[src/rtl/serial_adder_if.sv]
// Handshake bundle for serial_adder: operand channel (in_*, a, b, cin, sub)
// and result channel (out_*, sum, cout, ovf) plus busy status.
interface serial_adder_if #(
    parameter int WIDTH = 8
);
    logic             in_valid;
    logic             in_ready;
    logic [WIDTH-1:0] a;
    logic [WIDTH-1:0] b;
    logic             cin;
    logic             sub;
    logic             out_valid;
    logic             out_ready;
    logic [WIDTH-1:0] sum;
    logic             cout;
    logic             ovf;
    logic             busy;

    modport master (
        output in_valid, a, b, cin, sub, out_ready,
        input  in_ready, out_valid, sum, cout, ovf, busy
    );

    modport slave (
        input  in_valid, a, b, cin, sub, out_ready,
        output in_ready, out_valid, sum, cout, ovf, busy
    );
endinterface

[src/rtl/serial_adder.sv]
// Digit-serial adder/subtractor: DIGIT bits per clock, WIDTH/DIGIT steps.
// Ports: clk, rst_n (async active-low), bus (serial_adder_if.slave).
module serial_adder #(
    parameter int WIDTH = 8,
    parameter int DIGIT = 1
) (
    input  logic          clk,
    input  logic          rst_n,
    serial_adder_if.slave bus
);
    localparam int STEPS = WIDTH / DIGIT;
    localparam int CW    = (STEPS > 1) ? $clog2(STEPS) : 1;
    localparam logic [CW-1:0] LAST = CW'(STEPS - 1);

    localparam logic [1:0] IDLE = 2'd0;
    localparam logic [1:0] RUN  = 2'd1;
    localparam logic [1:0] DONE = 2'd2;

    if (WIDTH < 1 || DIGIT < 1 || DIGIT > WIDTH) begin : g_bad_range
        $error("serial_adder: need 1 <= DIGIT <= WIDTH");
    end
    if (WIDTH % DIGIT != 0) begin : g_bad_div
        $error("serial_adder: WIDTH must be a multiple of DIGIT");
    end

    logic [1:0]       state;
    logic [CW-1:0]    cnt;
    logic             carry;
    logic [WIDTH-1:0] a_q;
    logic [WIDTH-1:0] b_q;
    logic [WIDTH-1:0] sum_q;
    logic             cout_q;
    logic             ovf_q;

    logic [DIGIT:0]   slice;
    logic [WIDTH-1:0] sum_nxt;
    logic             msb_cin;

    // One DIGIT-wide ripple slice; bit DIGIT is the carry out.
    assign slice = {1'b0, a_q[DIGIT-1:0]}
                 + {1'b0, b_q[DIGIT-1:0]}
                 + {{DIGIT{1'b0}}, carry};

    // Carry into the slice MSB, recovered from the sum bit.
    assign msb_cin = a_q[DIGIT-1] ^ b_q[DIGIT-1] ^ slice[DIGIT-1];

    // New digits enter at the top so the result ends up in place.
    if (STEPS == 1) begin : g_one
        assign sum_nxt = slice[DIGIT-1:0];
    end else begin : g_many
        assign sum_nxt = {slice[DIGIT-1:0], sum_q[WIDTH-1:DIGIT]};
    end

    always_ff @(posedge clk or negedge rst_n) begin
        if (!rst_n) begin
            state  <= IDLE;
            cnt    <= '0;
            carry  <= 1'b0;
            a_q    <= '0;
            b_q    <= '0;
            sum_q  <= '0;
            cout_q <= 1'b0;
            ovf_q  <= 1'b0;
        end else begin
            case (state)
                IDLE: begin
                    if (bus.in_valid) begin
                        a_q   <= bus.a;
                        // Subtract as A + ~B + 1.
                        b_q   <= bus.sub ? ~bus.b : bus.b;
                        carry <= bus.sub | bus.cin;
                        cnt   <= '0;
                        state <= RUN;
                    end
                end
                RUN: begin
                    a_q   <= a_q >> DIGIT;
                    b_q   <= b_q >> DIGIT;
                    sum_q <= sum_nxt;
                    carry <= slice[DIGIT];
                    cnt   <= cnt + CW'(1);
                    if (cnt == LAST) begin
                        cout_q <= slice[DIGIT];
                        ovf_q  <= msb_cin ^ slice[DIGIT];
                        state  <= DONE;
                    end
                end
                DONE: begin
                    if (bus.out_ready) begin
                        state <= IDLE;
                    end
                end
                default: state <= IDLE;
            endcase
        end
    end

    assign bus.in_ready  = (state == IDLE);
    assign bus.out_valid = (state == DONE);
    assign bus.busy      = (state != IDLE);
    assign bus.sum       = sum_q;
    assign bus.cout      = cout_q;
    assign bus.ovf       = ovf_q;
endmodule

[src/flat_wrapper.sv]
// flat-port wrapper written by rule: the top's interface ports become plain ports
module serial_adder_flat 
#(
    parameter int WIDTH = 8,
    parameter int DIGIT = 1
)
  (clk, rst_n, bus_in_valid, bus_a, bus_b, bus_cin, bus_sub, bus_out_ready, bus_in_ready, bus_out_valid, bus_sum, bus_cout, bus_ovf, bus_busy);
  serial_adder_if #(.WIDTH(WIDTH)) bus_i ();
  input  logic clk;
  input  logic rst_n;
  input wire logic [$bits(bus_i.in_valid)-1:0] bus_in_valid;
  input wire logic [$bits(bus_i.a)-1:0] bus_a;
  input wire logic [$bits(bus_i.b)-1:0] bus_b;
  input wire logic [$bits(bus_i.cin)-1:0] bus_cin;
  input wire logic [$bits(bus_i.sub)-1:0] bus_sub;
  input wire logic [$bits(bus_i.out_ready)-1:0] bus_out_ready;
  output wire logic [$bits(bus_i.in_ready)-1:0] bus_in_ready;
  output wire logic [$bits(bus_i.out_valid)-1:0] bus_out_valid;
  output wire logic [$bits(bus_i.sum)-1:0] bus_sum;
  output wire logic [$bits(bus_i.cout)-1:0] bus_cout;
  output wire logic [$bits(bus_i.ovf)-1:0] bus_ovf;
  output wire logic [$bits(bus_i.busy)-1:0] bus_busy;
  assign bus_i.in_valid = bus_in_valid;
  assign bus_i.a = bus_a;
  assign bus_i.b = bus_b;
  assign bus_i.cin = bus_cin;
  assign bus_i.sub = bus_sub;
  assign bus_i.out_ready = bus_out_ready;
  assign bus_in_ready = bus_i.in_ready;
  assign bus_out_valid = bus_i.out_valid;
  assign bus_sum = bus_i.sum;
  assign bus_cout = bus_i.cout;
  assign bus_ovf = bus_i.ovf;
  assign bus_busy = bus_i.busy;
  serial_adder #(.WIDTH(WIDTH), .DIGIT(DIGIT)) u_core (.clk(clk), .rst_n(rst_n), .bus(bus_i));
endmodule
[config.mk]
export PLATFORM = sky130hd
export DESIGN_NAME = serial_adder_flat
export DESIGN_NICKNAME = d
export VERILOG_FILES = /design/src/rtl/serial_adder_if.sv /design/src/rtl/serial_adder.sv /design/src/flat_wrapper.sv
export SDC_FILE = /design/constraint.sdc
export NUM_CORES = 1
export LEC_CHECK = 0
export CAP_MARGIN = 30
export CORE_UTILIZATION = 44
export DETAILED_ROUTE_END_ITERATION = 12
export GPL_TIMING_DRIVEN = 0
export PLACE_DENSITY = 0.71
export SETUP_SLACK_MARGIN = 0.4
export SLEW_MARGIN = 20
export SYNTH_ARGS = -nofsm -noshare
export SYNTH_HDL_FRONTEND = slang
export SYNTH_SLANG_ARGS = --single-unit
[constraint.sdc]
create_clock -name clk -period 1.3 [get_ports clk]
set_input_delay 0.26 -clock clk [delete_from_list [all_inputs] [get_ports clk]]
set_output_delay 0.26 -clock clk [all_outputs]
set_load 0.05 [all_outputs]
## After elaboration in Yosys (flattened, before gate mapping)

Cells that the tools add are included.

| word-level totals | value |
|---|---|
| flip-flop bits (word level) | 32 |
| bits in latches | 0 |
| bits in writable memories | 0 |
| bits in read-only memories | 0 |
| input port bits | 22 |
| memories | 0 |

| operators by class | value |
|---|---|
| add/subtract/negate cells | 3 |
| $mul | 0 |
| div/mod/pow operators | 0 |
| $lt $le $gt $ge | 0 |
| equal/unequal tests | 6 |
| shift-type cells | 0 |
| multiplexer cells | 13 |
| bitwise operators | 5 |
| reduce and logical (&&, ||, !) cells | 6 |

Operators by type and width:

| kind | count |
|---|---|
| $pmux W8 S2 | 2 |
| $mux W8 | 3 |
| $not A8 Y8 | 1 |
| $mux W2 | 3 |
| $pmux W2 S3 | 1 |
| $pmux W3 S2 | 1 |
| $ne A2 B2 Y1 const B | 2 |
| $reduce_and A2 Y1 | 2 |
| $reduce_bool A2 Y1 | 2 |
| $add A3 B1 Y3 const B | 1 |
| $eq A3 B3 Y1 const B | 1 |
| $mux W3 | 1 |
| $reduce_and A3 Y1 | 1 |
| $xor A1 B1 Y1 | 3 |
| $add A1 B1 Y2 | 1 |
| $add A2 B1 Y2 | 1 |
| $eq A2 B1 Y1 const B | 1 |
| $eq A2 B2 Y1 const B | 1 |
| $logic_not A2 Y1 | 1 |
| $ne A2 B1 Y1 const B | 1 |
| $pmux W1 S2 | 1 |
| $mux W1 | 1 |
| $or A1 B1 Y1 | 1 |

## Logic depth before layout (Yosys ltp)

| depth | value |
|---|---|
| depth after elaboration | 4 |
| depth in mapped cells | 5 |

## Worst setup path after synthesis

Ideal clock, no wire load.

| path | value |
|---|---|
| path kind | reg-to-output |
| start | reg u_core.state[0] |
| end | out bus_busy |
| arrival | 1.788 ns |
| setup slack | -0.748 ns |
| cell stages (with the launch flop) | 4 |
| buffers on the path | 1 |
| path through | dfrtp_1 buf_2 nor2_1 inv_1 |

| on the way | value |
|---|---|
| word-level cells in the longest chain between the ends | 1 |

RTL lines:

| element | RTL line | text |
|---|---|---|
| start, declared | serial_adder.sv:26 | `logic [1:0] state;` |
| start signal, assigned | serial_adder.sv:56 | `state <= IDLE;` |
| start signal, assigned | serial_adder.sv:73 | `state <= RUN;` |
| start signal, assigned | serial_adder.sv:85 | `state <= DONE;` |
| $reduce_bool A2 Y1 | serial_adder.sv:100 | `assign bus.busy = (state != IDLE);` |
| end, declared | flat_wrapper.sv:22 | `output wire logic [$bits(bus_i.busy)-1:0] bus_busy;` |

No other way between the ends.

## Worst setup path after layout

| path | value |
|---|---|
| start | reg u_core.state[0] |
| end | out bus_out_valid |

| on the way | value |
|---|---|
| word-level cells in the longest chain between the ends | 1 |

RTL lines:

| element | RTL line | text |
|---|---|---|
| $eq A2 B2 Y1 | serial_adder.sv:99 | `assign bus.out_valid = (state == DONE);` |
| end, declared | flat_wrapper.sv:18 | `output wire logic [$bits(bus_i.out_valid)-1:0] bus_out_valid;` |

No other way between the ends.

==> flow_summary_export.csv <==
group,metric,value,unit
run_status,outcome,"finished, violations left",
run_status,violations,"negative hold slack, negative setup slack",
setup_path,start_kind,"flip-flop",
clock_tree,cts_max_level,2,
power_and_ir_drop,peakVddDrop,1.24,mV
sta,max_freq,653,MHz
global_route,grt_max_degree,33,
sta,setup-tns-final,-2280,ps
die,std_cell_rows,20,
setup_path,path_buf_inv,3,
sta,tightest_slew,706,ps
setup_path,crit_required,1040,ps
die,die-area,3700,µm²
job,max_cap_violations,0,
placement,dp_hpwl,2.27,mm
detailed_routing,dr.first_iter.drc_count,38,
final_layout,post-route-cell-area,2450,µm²
clock_tree,tritoncts,"yes",
yosys,ys_ff_latch,32,
final_layout,area_growth,61.1,%
setup_path,crit_family,"flip-flops",
sta,fin_ws,-230,ps
clock_tree,cts_sinks,32,
setup_path,critPathMaxFanout,4,
final_layout,final_common_cell,"dfrtp_1",
setup_path,cp-startpoint,"u_core.state[0]",
worst_hold_path,hold_class,"in2async",
detailed_routing,routed-via-count,1428,
setup_path,cp_slowest_cell,"dfrtp_2",
global_route,antenna_found_initial,0,
detailed_routing,drt-pass1-iter-count,4,
detailed_routing,drc,0,
setup_path,crit_cells,4,
sta,slew_violations,0,
setup_path,cpPeakStageDelay,420,ps
detailed_routing,via_per_inst,5.23,
yosys,synth-main-ff-cell,"dfrtp_1",
final_layout,fillers,225,
sta,hold_violations,32,
power_and_ir_drop,power_leakage,0.00113,µW
setup_path,path_class,"reg2out",
global_route,grt_first_pass_wirelength,6.35,mm
placement,io_buffers,33,
yosys,synth_cell_types,26,
yosys,seq_area_frac_synth,0.526,
sta,finClkSkew,9.56,ps
die,initial_core_util,0.479,
clock_tree,clockBufferDepth,2,
detailed_routing,postRouteAntennaNets,0,
yosys,synth_edf_count,0,
yosys,synth_cells,155,
sta,fin_crit_sh,1.18,
yosys,yosysWarnings,0,
setup_path,arrival,1270,ps
global_route,first_global_vias,1349,
setup_path,worst_setup_path_end_kind,"output pin",
final_layout,antenna_cells,0,
die,core-area,3180,µm²
setup_path,reg2reg_depth,4,
clock_tree,clkSlewWorstSetupHoldPaths,100,ps
detailed_routing,wl,4.20,mm
sta,hold_ws,-50.0,ps
clock_tree,worstSkewPairLatency,340,ps
yosys,avgSynthCellArea,9.82,µm²
die,die_h,60.8,µm
yosys,async_reset_ff_frac,1.00,
placement,place_area,1960,µm²
power_and_ir_drop,total_power,5930,µW
sta,rsz0062_at_grt,"yes",
sta,setup_viol_count_final,31,
detailed_routing,wire_per_inst,15.4,µm
placement,place.gp.congestion,0.779,
yosys,syn-cell-area,1520,µm²
sta,min_period,1530,ps
final_layout,fin_nets,253,
final_layout,final_layout_size_suffix_gt1_frac,0.428,
die,die_w,60.8,µm
yosys,synth_nets,180,
die,boundaryPins,35,
global_route,grt_overflow,0,
global_route,grt_usage,0.246,
power_and_ir_drop,power_density,2420,nW/µm²
sta,slew_headroom,0.529,
clock_tree,numCtsBuffers,5,
final_layout,final_cell_mix,"dfrtp_1, nand2_1, buf_6",
setup_path,path_cells,"buf_6, nand2b_4, clkinvlp_4, buf_8",
clock_tree,clock-root-buffer,"clkbuf_4",
setup_path,r2r_start,"u_core.a_q[0]",
==> per-layer routing <==
metal	wire, µm	global-route usage
met5	0	0
met4	85	0.0942
met3	202	0.0704
met2	2220	0.447
met1	1700	0.270
==> through the flow <==
stage | std cells | util | setup WS (ps)
after floorplan | 155 | - | -144
after global placement | 232 | 0.619 | -620
after detailed placement | 232 | 0.618 | -639
after CTS | 266 | 0.748 | -199
after global routing | 273 | 0.772 | -263
final | 273 | 0.772 | -230
==> state kept, by name, summed over array words and instances, names as in the netlist <==
signal	count
u_core.a_q	8
u_core.b_q	8
u_core.bus.sum	8
u_core.cnt	3
u_core.state	2
u_core.bus.cout	1
u_core.bus.ovf	1
u_core.carry	1
==> what timing repair did <==
item | in CTS | in global routing
cloned | 3 | 0
buffers inserted | 23 | 7
endpoints found under the setup margin | 45 | 45
resized for setup | 134 | 8
pin swaps | 9 | 5
endpoints found under the hold margin | 32 | 8
==> worst paths after layout <==
path / end / slack (ps)
setup reg to reg: u_core.bus.ovf / -150
setup / recovery: bus_out_valid / -230
min in group clk: u_core.state[1] / 480
hold / removal: u_core.bus.sum[7] / -50
hold reg to reg: u_core.a_q[6] / 500
max in group asynchronous: u_core.state[0] / 840
==> logic make-up (layout without fill, tap and decap cells) <==
logic type	after synthesis	count (layout)	synth area share
flops	32	32	0.526
xor+xnor	11	11	0.0633
fa+ha+maj	3	3	0.0296
simple gates	52	52	0.154
buf+inv	12	86	0.0386
compound gates	44	44	0.182
mux	1	1	0.00739
==> worst register-to-register path: cells and delay by family, from the launching register on <==
family | cells | cell delay [ps]
flip-flops | 1 | 420
adder cells (fa/ha/maj) | 1 | 610
XOR/XNOR | 2 | 250
AO/OA/AOI/OAI | 1 | 80
==> power breakdown <==
group,internal (µW),switching [µW]
clock network,267,346
logic,1770,1850
registers,1400,292
==> cell type report <==
cell class / count / area, µm² / area share
Buffer: 9 / 95.1 / 0.0388
Clock buffer: 8 / 58.8 / 0.0240
Inverter: 3 / 15.0 / 0.00612
Multi-Input combinational cell: 111 / 797 / 0.325
Sequential cell: 32 / 802 / 0.327
Tap cell: 44 / 55.1 / 0.0224
Timing Repair Buffer: 66 / 629 / 0.257
==> Yosys cell counts, drive strengths merged (2+ instances only) <==
| master | count | area [µm²] |
|---|---|---|
| and2b | 4 | 30.0 |
| nand2 | 38 | 143 |
| buf | 8 | 43.8 |
| a22o | 2 | 17.5 |
| a21oi | 6 | 30.0 |
| o21ai | 19 | 95.1 |
| inv | 3 | 11.3 |
| a22oi | 15 | 113 |
| xnor2 | 3 | 26.3 |
| xor2 | 8 | 70.1 |
| ha | 2 | 25.0 |
| dfrtp | 32 | 801 |
| nor2b | 4 | 27.5 |
| nand2b | 2 | 12.5 |
| nor2 | 2 | 7.51 |
No activity file was read; power rests on OpenSTA's default activity.
